**config.mk**
```make
export PLATFORM = sky130hd
export DESIGN_NAME = blft_mem_ctrl
export DESIGN_NICKNAME = d
export VERILOG_FILES = /design/src/rtl/blft_mem_ctrl.sv
export SDC_FILE = /design/constraint.sdc
export NUM_CORES = 1
export LEC_CHECK = 0
export BUFFER_PORTS_ARGS = -buffer_cell sky130_fd_sc_hd__buf_2
export CAP_MARGIN = 10
export CORE_ASPECT_RATIO = 0.75
export CORE_MARGIN = 1.5
export CORE_UTILIZATION = 40
export DETAILED_ROUTE_END_ITERATION = 6
export PLACE_DENSITY = 0.66
export RECOVER_POWER = 100
export SYNTH_ARGS = -nofsm -noshare
export SYNTH_HDL_FRONTEND = slang
export SYNTH_SLANG_ARGS = --single-unit
```
**constraint.sdc**
```tcl
create_clock -name clk -period 5.8 [get_ports clk]
set_input_delay 1.16 -clock clk [delete_from_list [all_inputs] [get_ports clk]]
set_output_delay 1.16 -clock clk [all_outputs]
set_load 0.1 [all_outputs]
```
**src/rtl/blft_mem_ctrl.sv**
```systemverilog
// blft_mem_ctrl: frame-memory controller for the bilateral filter (load, serve, capture, drain).
// Define BLFT_MEM_CLR_EN to zero the result SRAM while the source frame loads.
module blft_mem_ctrl #(
    parameter int PIX_W  = 8,
    parameter int ADDR_W = 16
) (
    input  logic              clk,
    input  logic              rst,
    input  logic              ld_valid,
    output logic              ld_ready,
    input  logic [PIX_W-1:0]  ld_data,
    input  logic [ADDR_W-1:0] in_addr,
    output logic              in_valid,
    output logic [PIX_W-1:0]  in_data,
    input  logic              out_valid,
    input  logic [ADDR_W-1:0] out_addr,
    input  logic [PIX_W-1:0]  out_data,
    input  logic              finish,
    output logic              src_cen,
    output logic              src_wen,
    output logic [ADDR_W-1:0] src_a,
    output logic [PIX_W-1:0]  src_d,
    input  logic [PIX_W-1:0]  src_q,
    output logic              dst_cen,
    output logic              dst_wen,
    output logic [ADDR_W-1:0] dst_a,
    output logic [PIX_W-1:0]  dst_d,
    input  logic [PIX_W-1:0]  dst_q,
    output logic              rd_valid,
    input  logic              rd_ready,
    output logic [PIX_W-1:0]  rd_data,
    output logic [ADDR_W:0]   wr_cnt,
    output logic              done
);
    typedef enum logic [2:0] {IDLE, LOAD, SERVE, DRAIN, DONE} state_t;
    localparam logic [ADDR_W-1:0] LAST = '1;
    localparam logic [ADDR_W:0]   FULL = {1'b1, {ADDR_W{1'b0}}};
    state_t            state;
    logic [ADDR_W-1:0] ld_cnt, rd_cnt, last_a;
    logic [ADDR_W:0]   wr_cnt_q;
    logic [PIX_W-1:0]  rd_q;
    logic              have_last, rsp, pend, hold;
    logic              ld_acc, serve, wr_new, hs;
    assign ld_acc = rst && state == LOAD && ld_valid;
    assign serve  = rst && state == SERVE;
    assign wr_new = serve && out_valid && (!have_last || out_addr != last_a);
    assign hs     = rst && state == DRAIN && (pend || hold) && rd_ready;
    // All SRAM strobes are combinational so writes land in the cycle they are presented.
    always_comb begin
        ld_ready = rst && state == LOAD;
        in_valid = serve && rsp && !finish;
        in_data  = in_valid ? src_q : '0;
        rd_valid = rst && state == DRAIN && (pend || hold);
        rd_data  = !rd_valid ? '0 : pend ? dst_q : rd_q;
        wr_cnt   = rst ? wr_cnt_q : '0;
        done     = rst && state == DONE;
        src_cen  = 1'b0;
        src_wen  = 1'b0;
        src_a    = '0;
        src_d    = '0;
        dst_cen  = 1'b0;
        dst_wen  = 1'b0;
        dst_a    = '0;
        dst_d    = '0;
        if (ld_acc) begin
            src_cen = 1'b1;
            src_wen = 1'b1;
            src_a   = ld_cnt;
            src_d   = ld_data;
`ifdef BLFT_MEM_CLR_EN
            dst_cen = 1'b1;
            dst_wen = 1'b1;
            dst_a   = ld_cnt;
`endif
        end
        if (serve && !rsp) begin
            src_cen = 1'b1;
            src_a   = in_addr;
        end
        if (serve && out_valid) begin
            dst_cen = 1'b1;
            dst_wen = 1'b1;
            dst_a   = out_addr;
            dst_d   = out_data;
        end
        if (rst && state == DRAIN && !pend && !hold) begin
            dst_cen = 1'b1;
            dst_a   = rd_cnt;
        end
    end
    always_ff @(posedge clk) begin
        if (!rst) begin
            state     <= IDLE;
            ld_cnt    <= '0;
            rd_cnt    <= '0;
            wr_cnt_q  <= '0;
            last_a    <= '0;
            have_last <= 1'b0;
            rsp       <= 1'b0;
            pend      <= 1'b0;
            hold      <= 1'b0;
            rd_q      <= '0;
        end else begin
            case (state)
                IDLE: begin
                    ld_cnt    <= '0;
                    rd_cnt    <= '0;
                    wr_cnt_q  <= '0;
                    have_last <= 1'b0;
                    rsp       <= 1'b0;
                    state     <= LOAD;
                end
                LOAD: if (ld_valid) begin
                    ld_cnt <= ld_cnt + 1'b1;
                    if (ld_cnt == LAST) state <= SERVE;
                end
                SERVE: begin
                    rsp <= !rsp;
                    if (out_valid) begin
                        last_a    <= out_addr;
                        have_last <= 1'b1;
                    end
                    if (wr_new && wr_cnt_q != FULL) wr_cnt_q <= wr_cnt_q + 1'b1;
                    if (finish) begin
                        state  <= DRAIN;
                        rd_cnt <= '0;
                        pend   <= 1'b0;
                        hold   <= 1'b0;
                    end
                end
                DRAIN: begin
                    // pend: read data arriving this cycle; hold: stalled pixel parked in rd_q
                    if (!pend && !hold) pend <= 1'b1;
                    else if (pend) begin
                        pend <= 1'b0;
                        if (!rd_ready) begin
                            hold <= 1'b1;
                            rd_q <= dst_q;
                        end
                    end else if (rd_ready) hold <= 1'b0;
                    if (hs) begin
                        rd_cnt <= rd_cnt + 1'b1;
                        if (rd_cnt == LAST) state <= DONE;
                    end
                end
                DONE:    state <= DONE;
                default: state <= IDLE;
            endcase
        end
    end
endmodule

```
; Word level (Yosys, flattened, before mapping)
; Cells that the tools add are included.
[word_totals]
register_bits = 80
[op_classes]
n_mux = 38
n_addsub = 3
n_eq_ne = 18
n_reduce_logical = 37
bitwise = 2
[ops]
columns = op, n
row1 = 2-to-1 mux 16 bit, 7
row2 = case mux 16 bit (3 select lines), 1
row3 = 2-to-1 mux 8 bit, 5
row4 = 2-to-1 mux 17 bit, 2
row5 = case mux 17 bit (2 select lines), 1
row6 = "adder 16 x 1 -> 16 bit, second input constant", 2
row7 = "== test 16 bit, second input constant", 2
row8 = case mux 16 bit (2 select lines), 1
row9 = "adder 17 x 1 -> 17 bit, second input constant", 1
row10 = "!= test 17 bit, second input constant", 1
row11 = logical AND 1 bit, 16
row12 = != test 16 bit, 1
row13 = 2-to-1 mux 3 bit, 5
row14 = case mux 3 bit (5 select lines), 1
row15 = 2-to-1 mux 1 bit, 11
row16 = "!= test 2 bit, second input constant", 5
row17 = AND reduction 2 bit, 5
row18 = AND reduction 5 bit, 2
row19 = case mux 1 bit (2 select lines), 4
row20 = "== test 3 x 2 -> 1 bit, second input constant", 2
row21 = "!= test 2 x 1 -> 1 bit, second input constant", 3
row22 = "!= test 3 bit, second input constant", 2
row23 = nonzero test 2 bit, 3
row24 = zero test 1 bit, 5
row25 = 8 further kinds, 10

; Longest topological paths before layout
; Gate-level depths: netlist of run 1.
[depth]
word_depth = 7
mapped_depth = 9
mapped_depth_nobuf = 8

; Worst setup path before layout of run 1
; OpenSTA, ideal clock, no wires.
[synth_timing]
path_kind = input port to output port
from = in rst
to = out src_a[10]
stages = 7
arrival_time_ps = 4854
path_slack_ps = -214
path_cell_list = clkbuf_1 -> and3_1 -> clkbuf_1 -> and2_1 -> buf_2 -> buf_1 -> a22o_1
[synth_between]
elab_chain_cells = 4
elab_cells_between_ends = 6
cone_classes = mux: 2 / reduce/logical: 4
[synth_rtl]
columns = item, line_no
row1 = from (decl), 8  ; input logic rst,
row2 = logical AND 1 bit, -
row3 = via ld_ready, 10  ; output logic ld_ready,
row4 = logical AND 1 bit, 44  ; assign ld_acc = rst && state == LOAD && ld_valid;
row5 = 2-to-1 mux 16 bit, 65  ; if (ld_acc) begin
row6 = 2-to-1 mux 16 bit, 76  ; if (serve && !rsp) begin
row7 = to (decl), 21  ; output logic [ADDR_W-1:0] src_a,
; The timed path passes the listed nets, and every way through them passes these cells.

; Worst setup path after layout of run 1
[layout_timing]
from = in rst
to = out src_a[5]
[layout_between]
elab_chain_cells = 4
elab_cells_between_ends = 6
cone_classes = mux: 2 / reduce/logical: 4
[layout_rtl]
columns = item, line_no
row1 = logical AND 1 bit (2 in a row), 44
row2 = 2-to-1 mux 16 bit, 65
row3 = 2-to-1 mux 16 bit *, 76
; Mark *: on every way between the ends. The rest lies on a longest branch, timed or not.

==> results of run 1 <==
==> layout by cell type (no fill, tap or decap), types with 2 or more instances in the layout <==
cell and instances:
a211o_1 3, a21boi_0 35, a21o_1 3, a21oi_1 26, a22o_1 16, a22oi_1 2, a41oi_1 3, and2_0 3
and2_1 27, and3_1 31, and4_1 3, buf_2 68, clkbuf_1 92, clkbuf_16 9, clkbuf_8 2, clkinv_2 2
dfxtp_1 80, ha_1 4, inv_1 6, mux2i_1 17, nand2_1 90, nand2b_1 4, nand3_1 26, nand4_1 9
nor2_1 49, nor2b_1 14, nor3_1 6, nor4_1 9, nor4bb_1 2, o211ai_1 2, o21ai_0 18, or3_1 7
or4_1 3, xnor2_1 15, xor2_1 24
==> power breakdown <==
group / internal, mW / switching, mW
Combinational: 0.127 / 0.448
Clock: 0.356 / 0.218
Sequential: 0.575 / 0.0514
==> worst register-to-register path, stage by stage (launching register included) <==
cell and delay, ps:
dfxtp_1 490, nor2_1 500, and3_1 820, nand3_1 250, a22oi_1 830, a41oi_1 230
a21oi_1 150
==> registers in the layout (all words and copies together), names as in the netlist <==
| register | cells |
|---|---|
| rsp | 1 |
| last_a | 16 |
| have_last | 1 |
| pend | 1 |
| hold | 1 |
| rd_q | 8 |
| wr_cnt_q | 17 |
| state | 3 |
| rd_cnt | 16 |
| ld_cnt | 16 |
==> area by class of cell <==
type                       instances  area [sq um]  area share (%)
multi-input combinational        464          2800            50.1
sequential                        80          1600            28.6
timing repair buffer             159           686            12.3
clock buffer                      13           260            4.65
tap                              140           175            3.13
clock inverter                     3          40.0           0.716
inverter                           6          22.5           0.403
antenna                            1          2.50          0.0448
==> through the flow <==
| stage | cells | util (%) | setup WS (ps) |
|---|---|---|---|
| after floorplan | 585 | - | 172 |
| after CTS | 865 | 51.8 | 1590 |
| final | 866 | 50.7 | 875 |
| after detailed placement | 849 | 49.1 | 1590 |
| after global placement | 849 | 49.1 | 1680 |
| after global routing | 865 | 50.7 | 690 |
==> logic make-up (layout without fill, tap and decap cells) <==
logic type / Yosys count / in the layout
compound gates: 117 / 117
xor+xnor: 39 / 39
fa+ha+maj: 4 / 4
buf+inv: 41 / 181
flops: 80 / 80
mux: 17 / 17
other cells: 0 / 1
simple gates: 287 / 287
==> routing by layer <==
layer	track usage, %	vias up	part of all wire, %
li1	-	2312	-
met3	5.72	12	6.6
met5	0	-	0
met2	32.5	155	45
met4	5.94	0	1.2
met1	26.1	2117	47
==> worst max-delay path by stage <==
stage               startpoint         end  slack, ps  cells past startpoint
CTS                        rst  in_data[3]       1590                      6
detailed placement         rst  in_data[3]       1590                      6
global route               rst   src_a[12]        690                      5
finish                     rst    src_a[5]        880                      5
floorplan                  rst        done        170                      3
global placement           rst  rd_data[3]       1680                      5
==> results.toml, run 1 <==
[global_route]
grt_remaining_overflow = 0
grt_util_all_layers_pct = 20.1
grt_pass1_wl_um = 19400
grt_pass1_vias = 4031
grt_max_degree = 77
antenna_found_initial = 0

[outcome]
run_status = "finished clean"

[worst_hold_path]
min_to = "last_a[9]"
min_path_type = "reg2reg"
hold_depth = 2
hold_start = "last_a[9]"

[synthesis]
synth_area_sq_mm = 0.00458
synth_xor_xnor_area_share_pct = 7.45
synth-seq-cells = 80
yosysTopAreaCellShare_pct = 35.0
synth_mux_area_share_pct = 3.71
synthAdderAreaFrac_pct = 1.09
async_flop_share_pct = 0
ys_top_cells_by_area = "dfxtp_1 (35%), nand2_1 (7.4%), a21boi_0 (5.7%)"
yosysSeqAreaShare_pct = 35.0
synth_fp_nets = 659
yosys.cell_types.count = 48
synth_compound_area_share_pct = 17.7
synth-main-ff-cell = "dfxtp_1"
synth.avg_cell_area_sq_um = 7.83
synth-simple-area-share_pct = 31.5
synth_top_family_by_area = "simple AND/OR/NAND/NOR gates"
synth_edf_count = 0
yosysWarnings = 0
yosysTopAreaCell = "dfxtp_1"
synth.top_cells.by_count = "nand2_1 (90), dfxtp_1 (80), nor2_1 (48), a21boi_0 (35), and3_1 (31)"
syn-instance-count = 585
synth_most_common_cell = "nand2_1"

[floorplan]
rows = 33
dieWidth_um = 127
die-height_um = 95.7
die_area_sq_mm = 0.0121
core-area_sq_mm = 0.0110
io_pins = 159
start_util_pct = 41.6

[power_and_ir_drop]
power_density_mw_per_mm2 = 318
ir_drop_mv = 0.131
p_leak_nw = 2.08
power_mw = 1.78

[critical_path]
slowest_delay_ps = 870
worst-setup-path-type = "in2out"
worst-path-buf-inv = 2
crit_slowest_cell = "clkbuf_1"
rr_worst_depth = 6
path_cells = "clkbuf_1 > and3_1 > and2_0 > a22o_1 > clkbuf_1"
end_kind = "output port"
crit_required_ps = 4640
r2r-start = "state[0]"
path_common_cell = "clkbuf_1"
reg2reg_setup_slack_ps = 2460
crit_fanout = 18
arrival_ps = 3760
critPathLaunchType = "input port"
r2r_end = "wr_cnt_q[8]"
crit_family = "buffers and inverters"

[timing]
rsz0062_at_grt = "false"
tightestPinTransition_ps = 1220
fin_setup_tns_ps = 0
max_freq_mhz = 203
fin_crit_sh_pct = 84.9
max_slew_margin_pct = 19.1
setup_viol = 0
hold_viol_final = 0
slew_violations = 0
final.min_clock_period_ps = 4920
holdWs_ps = 475
clock_skew_ps = 5.68

[detailed_routing]
wl_per_cell_um = 14.4
postRouteAntennaNets = 0
routed_via_density = 5.31
drt-total-wl_um = 12500
first_iter_violations = 255
drc = 0
via_count = 4596
firstDrtPassIters = 5

[place]
place_area_sq_mm = 0.00541
io_buffers = 158
dp.final_hpwl_um = 9260
place_congestion = 0.854

[clock_network]
clkSlewWorstSetupHoldPaths_ps = 60
htree_levels = 3
clockBufferDepth = 2
post-cts-setup-buffers = 0
cts_buffers = 9
ctsResizeCount = 0
cts_tree = "yes"
cts_sinks = 80
hold_buffers = 0
clk_root_buffer_cell = "clkbuf_16"
insertion_delay_ps = 330

[flow_run]
cap_violations = 0

[layout]
final_nets = 794
n_fill_cell = 1126
area.growth.synth_to_final_pct = 22.0
drive_gt1_share_pct = 12.1
design_area_sq_mm = 0.00559
Power figures use the tool's default switching activity.
==> inputs of run 2 (changes only) <==
--- a/config.mk
+++ b/config.mk
@@ -5,13 +5,14 @@
 export SDC_FILE = /design/constraint.sdc
 export NUM_CORES = 1
 export LEC_CHECK = 0
+export ABC_AREA = 1
 export BUFFER_PORTS_ARGS = -buffer_cell sky130_fd_sc_hd__buf_2
 export CAP_MARGIN = 10
 export CORE_ASPECT_RATIO = 0.75
 export CORE_MARGIN = 1.5
 export CORE_UTILIZATION = 40
 export DETAILED_ROUTE_END_ITERATION = 6
-export PLACE_DENSITY = 0.66
+export PLACE_DENSITY = 0.68
 export RECOVER_POWER = 100
 export SYNTH_ARGS = -nofsm -noshare
 export SYNTH_HDL_FRONTEND = slang
==> constraint.sdc (replaced) <==
create_clock -name clk -period 4.4 [get_ports clk]
set_input_delay 0.88 -clock clk [delete_from_list [all_inputs] [get_ports clk]]
set_output_delay 0.88 -clock clk [all_outputs]
set_load 0.1 [all_outputs]
==> results.toml, run 2 <==
[outcome]
run_status = "finished with violations"
violations = "max-capacitance violations, max-slew violations"

[clock_network]
hold_buffers = 0
htree_levels = 3
ctsResizeCount = 0
cts_sinks = 80
clkSlewWorstSetupHoldPaths_ps = 60
post-cts-setup-buffers = 0
clockBufferDepth = 2
cts_buffers = 9
cts_tree = "yes"
insertion_delay_ps = 340
clk_root_buffer_cell = "clkbuf_16"

[detailed_routing]
wl_per_cell_um = 12.4
firstDrtPassIters = 5
drt-total-wl_um = 14200
postRouteAntennaNets = 0
via_count = 5519
drc = 0
routed_via_density = 4.83
first_iter_violations = 426

[timing]
fin_crit_sh_pct = 90.4
hold_viol_final = 0
fin_setup_tns_ps = 0
max_slew_margin_pct = -23.9
max_freq_mhz = 251
setup_viol = 0
slew_violations = 40
rsz0062_at_grt = "false"
tightestPinTransition_ps = 1860
layout_setup_ws_ps = 424
clock_skew_ps = 7.24
final.min_clock_period_ps = 3980

[synthesis]
yosysTopAreaCell = "dfxtp_1"
ys_top_cells_by_area = "dfxtp_1 (32%), nand2_1 (16%), inv_1 (10%)"
synth_fp_nets = 901
synth.top_cells.by_count = "nand2_1 (212), inv_1 (139), nor2_1 (116), dfxtp_1 (80), a21oi_1 (65)"
synth.avg_cell_area_sq_um = 6.03
yosysWarnings = 0
syn-instance-count = 827
synth-seq-cells = 80
synth_area_sq_mm = 0.00498
yosysTopAreaCellShare_pct = 32.1
synth-main-ff-cell = "dfxtp_1"
yosys.cell_types.count = 34
synth_edf_count = 0
yosysSeqAreaShare_pct = 32.1
async_flop_share_pct = 0
synth_most_common_cell = "nand2_1"

[critical_path]
crit_required_ps = 3520
arrival_ps = 3100
end_kind = "output port"
critPathLaunchType = "flip-flop"
worst-setup-path-type = "reg2out"
crit_fanout = 23

[layout]
fin_cells = 1143
diodes = 0
final_nets = 1046
drive_gt1_share_pct = 15.7
post-route-util_pct = 52.8
final_cell_mix = "nand2_1 (214), inv_1 (141), nor2_1 (108)"
largest_reg_flops = 17
area.growth.synth_to_final_pct = 29.4
layout_commonest_cell = "nand2_1"
largest_register = "wr_cnt_q"

[floorplan]
rows = 35
die-height_um = 99.7
start_util_pct = 40.8
dieWidth_um = 132
io_pins = 159
die_area_sq_mm = 0.0131
core-area_sq_mm = 0.0122

[power_and_ir_drop]
p_leak_nw = 2.76
ir_drop_mv = 0.306
power_mw = 2.63
power_density_mw_per_mm2 = 407

[global_route]
grt_max_degree = 40
grt_remaining_overflow = 0
grt_pass1_vias = 4736
grt_pass1_wl_um = 23100
antenna_found_initial = 0
grt_util_all_layers_pct = 21.6

[flow_run]
cap_violations = 1

[worst_hold_path]
min_path_type = "reg2reg"

[place]
place_congestion = 0.885
place_inst = 1127
pre_cts_ws_ps = 950
dp.final_hpwl_um = 10600
io_buffers = 158
## run 2: cell count changes in the layout (fill, tap and decap cells not counted), sizes merged, moves of 23 or more
cell    change
a21oi      +41
a21boi     -35
nand3      +26
clkbuf     -23
and3       -31
and2       -30
inv       +135
nand2     +126
nor2       +74
o21ai      +29
## run 2: final cells by class
class | instances | area (sq um)
clock buffers | 10 | 239
clock inverters | 6 | 68.8
fillers | 1271 | 5770
inverters | 142 | 533
multi-input cells | 579 | 2750
flip-flops and latches | 80 | 1600
well taps | 166 | 208
repair buffers | 160 | 1050
## run 2: path summary, 6_finish.rpt
| check | from | endpoint | slack [ps] | depth (start not counted) |
|---|---|---|---|---|
| max | state[1] | dst_a[12] | 420 | 7 |
| min | last_a[0] | last_a[0] | 470 | 2 |
| max reg2reg | state[1] | wr_cnt_q[10] | 1280 | 10 |
| min reg2reg | last_a[0] | last_a[0] | 470 | 2 |
## run 2: routing by layer
layer / up-vias / GRT usage, % / wire, um
li1: 2888 / - / -
met1: 2442 / 30.9 / 7150
met2: 183 / 33.1 / 5930
met3: 6 / 5.56 / 1030
met4: 0 / 3.33 / 78
met5: - / 0 / 0
## run 2: through the flow
stage	hold slack, ps	cell area [sq um]
floorplan	439	5060
global placement	451	6380
detailed placement	453	6380
CTS	463	6680
global route	484	6450
finish	466	6450
## run 2: cell families after synthesis
group / Yosys count / share of synthesized area (%)
AO/OA/AOI/OAI: 136 / 14.8
XOR/XNOR: 17 / 2.99
adder cells (fa/ha/maj): 4 / 1.00
buffers and inverters: 168 / 13.1
flip-flops: 80 / 32.1
AND/OR/NAND/NOR: 422 / 36.0
## run 2: report_power, final
part | leakage (nW) | switching, mW | total, mW | internal (mW)
Clock | 0.149 | 0.320 | 0.778 | 0.457
Sequential | 0.646 | 0.0485 | 0.823 | 0.775
Combinational | 1.97 | 0.790 | 1.02 | 0.235
## run 2: worst max-delay path, stage by stage (launching register included)
cell,delay [ps]
dfxtp_1,460
nand2_4,110
nor2_1,220
inv_1,300
nor2_8,330
nand2_4,240
o21ai_0,210
clkbuf_1,870
==> inputs of run 3 (changes only) <==
--- a/config.mk
+++ b/config.mk
@@ -13,7 +13,6 @@
 export CORE_UTILIZATION = 40
 export DETAILED_ROUTE_END_ITERATION = 6
 export PLACE_DENSITY = 0.68
-export RECOVER_POWER = 100
 export SYNTH_ARGS = -nofsm -noshare
 export SYNTH_HDL_FRONTEND = slang
 export SYNTH_SLANG_ARGS = --single-unit
==> results.toml, run 3 (synthesized netlist as in run 2, its figures left out) <==
[global_route]
met2_usage_pct = 33.1
grt_pass1_vias = 4736
globalRoute.busiestLayer = "met2"
grt_remaining_overflow = 0
grt_max_degree = 40
met3_usage_pct = 5.56
grt_pass1_wl_um = 23100
met1_usage_pct = 30.9
grt_util_all_layers_pct = 21.6
antenna_found_initial = 0

[critical_path]
critPathLaunch = "state[0]"
slowest_delay_ps = 470
crit_slowest_cell = "buf_2"
end_kind = "output port"
r2r_end = "rd_cnt[9]"
arrival_ps = 2820
path_cells = "inv_1 > nor2_4 > inv_1 > nor2_2 > nand2_1 > o22ai_1 > buf_2"
worst-setup-path-type = "reg2out"
reg2reg_setup_slack_ps = 2060
critPathLaunchType = "flip-flop"
rr_worst_depth = 11
path_common_cell = "inv_1"
crit_fanout = 13
crit_required_ps = 3520
r2r-start = "pend"

[power_and_ir_drop]
swShare_pct = 43.9
p_int_mw = 1.51
ir_drop_mv = 0.316
p_leak_nw = 2.99
power_density_mw_per_mm2 = 403
p_seq_share_pct = 30.6
p_comb_share_pct = 40.5
netSwitchingPower_mw = 1.18
pwr-share-clk_pct = 28.9

[worst_hold_path]
hold_depth = 2
hold_start = "last_a[0]"
min_path_type = "reg2reg"
min_to = "last_a[0]"

[timing]
fin_setup_tns_ps = 0
setup_viol = 0
rsz0062_at_grt = "false"
holdWs_ps = 466
max_freq_mhz = 270
slew_violations = 0
hold_viol_final = 0
tightestPinTransition_ps = 1000
clock_skew_ps = 8.43
fin_crit_sh_pct = 84.2
final.min_clock_period_ps = 3700
max_slew_margin_pct = 32.8

[detailed_routing]
postRouteAntennaNets = 0
first_iter_violations = 383
drc = 0
firstDrtPassIters = 5
routed_via_density = 4.79
drt-total-wl_um = 14100
via_count = 5477
wl_per_cell_um = 12.3

[clock_network]
ctsResizeCount = 0
insertion_delay_ps = 340
clk_root_buffer_cell = "clkbuf_16"
hold_buffers = 0
post-cts-setup-buffers = 0
cts_tree = "yes"
clockBufferDepth = 2
cts_buffers = 9
clkSlewWorstSetupHoldPaths_ps = 60
htree_levels = 3
cts_sinks = 80

[place]
dp.final_hpwl_um = 10600
place_congestion = 0.885
place_area_sq_mm = 0.00638
io_buffers = 158

[layout]
final_cell_mix = "nand2_1 (212), inv_1 (139), buf_2 (130)"
largest_reg_flops = 17
area.growth.synth_to_final_pct = 34.1
design_area_sq_mm = 0.00668
drive_gt1_share_pct = 22.3
diodes = 0
largest_register = "wr_cnt_q"
post-route-util_pct = 54.7
final_nets = 1046
layout_commonest_cell = "nand2_1"

[floorplan]
start_util_pct = 40.8
die-height_um = 99.7
dieWidth_um = 132
die_area_sq_mm = 0.0131
io_pins = 159
rows = 35
core-area_sq_mm = 0.0122

[flow_run]
cap_violations = 0

[outcome]
run_status = "finished clean"
==> run 3: cell count changes in the layout (fill, tap and decap cells not counted), sizes merged <==
cell          delta
clkbuf          -70
buf             +71
dlymetal6s2s     -1
==> run 3: worst max-delay path by stage <==
| stage | to | slack (ps) | cells after the start |
|---|---|---|---|
| floorplan | src_a[10] | -440 | 6 |
| global placement | dst_a[5] | 970 | 5 |
| detailed placement | dst_a[14] | 950 | 5 |
| CTS | dst_a[14] | 690 | 7 |
| global route | dst_a[14] | 460 | 7 |
| finish | dst_a[14] | 700 | 7 |
==> run 3: critical path: cells and delay by family, from the launching register on <==
family          cells  cell delay, ps
simple gates        3             910
buf+inv             3             800
flops               1             410
compound gates      1             340
==> run 3: cell type report <==
cell class                 instances  area, sq um
fill                            1232         5530
multi-input combinational        579         2810
sequential                        80         1600
timing repair buffer             160         1230
inverter                         142          533
clock buffer                      10          239
tap                              166          208
clock inverter                     6         68.8
==> run 3: power groups by stage <==
stage               registers, mW  logic [mW]  clock network [mW]
floorplan                   0.827       0.818                   0
global placement            0.841        1.08                   0
detailed placement          0.840        1.09                   0
CTS                         0.825        1.09               0.785
global route                0.831        1.18               0.818
finish                      0.824        1.09               0.777
==> run 3: per-layer routing <==
metal,vias up,wire length [um]
li1,2892,-
met1,2394,7030
met2,185,5890
met3,6,1070
met4,0,80
met5,-,0
==> run 3: stage by stage <==
stage	worst slack, ps	cells	total power, mW
CTS	691	1143	2.70
global placement	971	1127	1.92
finish	696	1143	2.69
global route	465	1143	2.83
floorplan	-445	827	1.64
detailed placement	950	1127	1.93
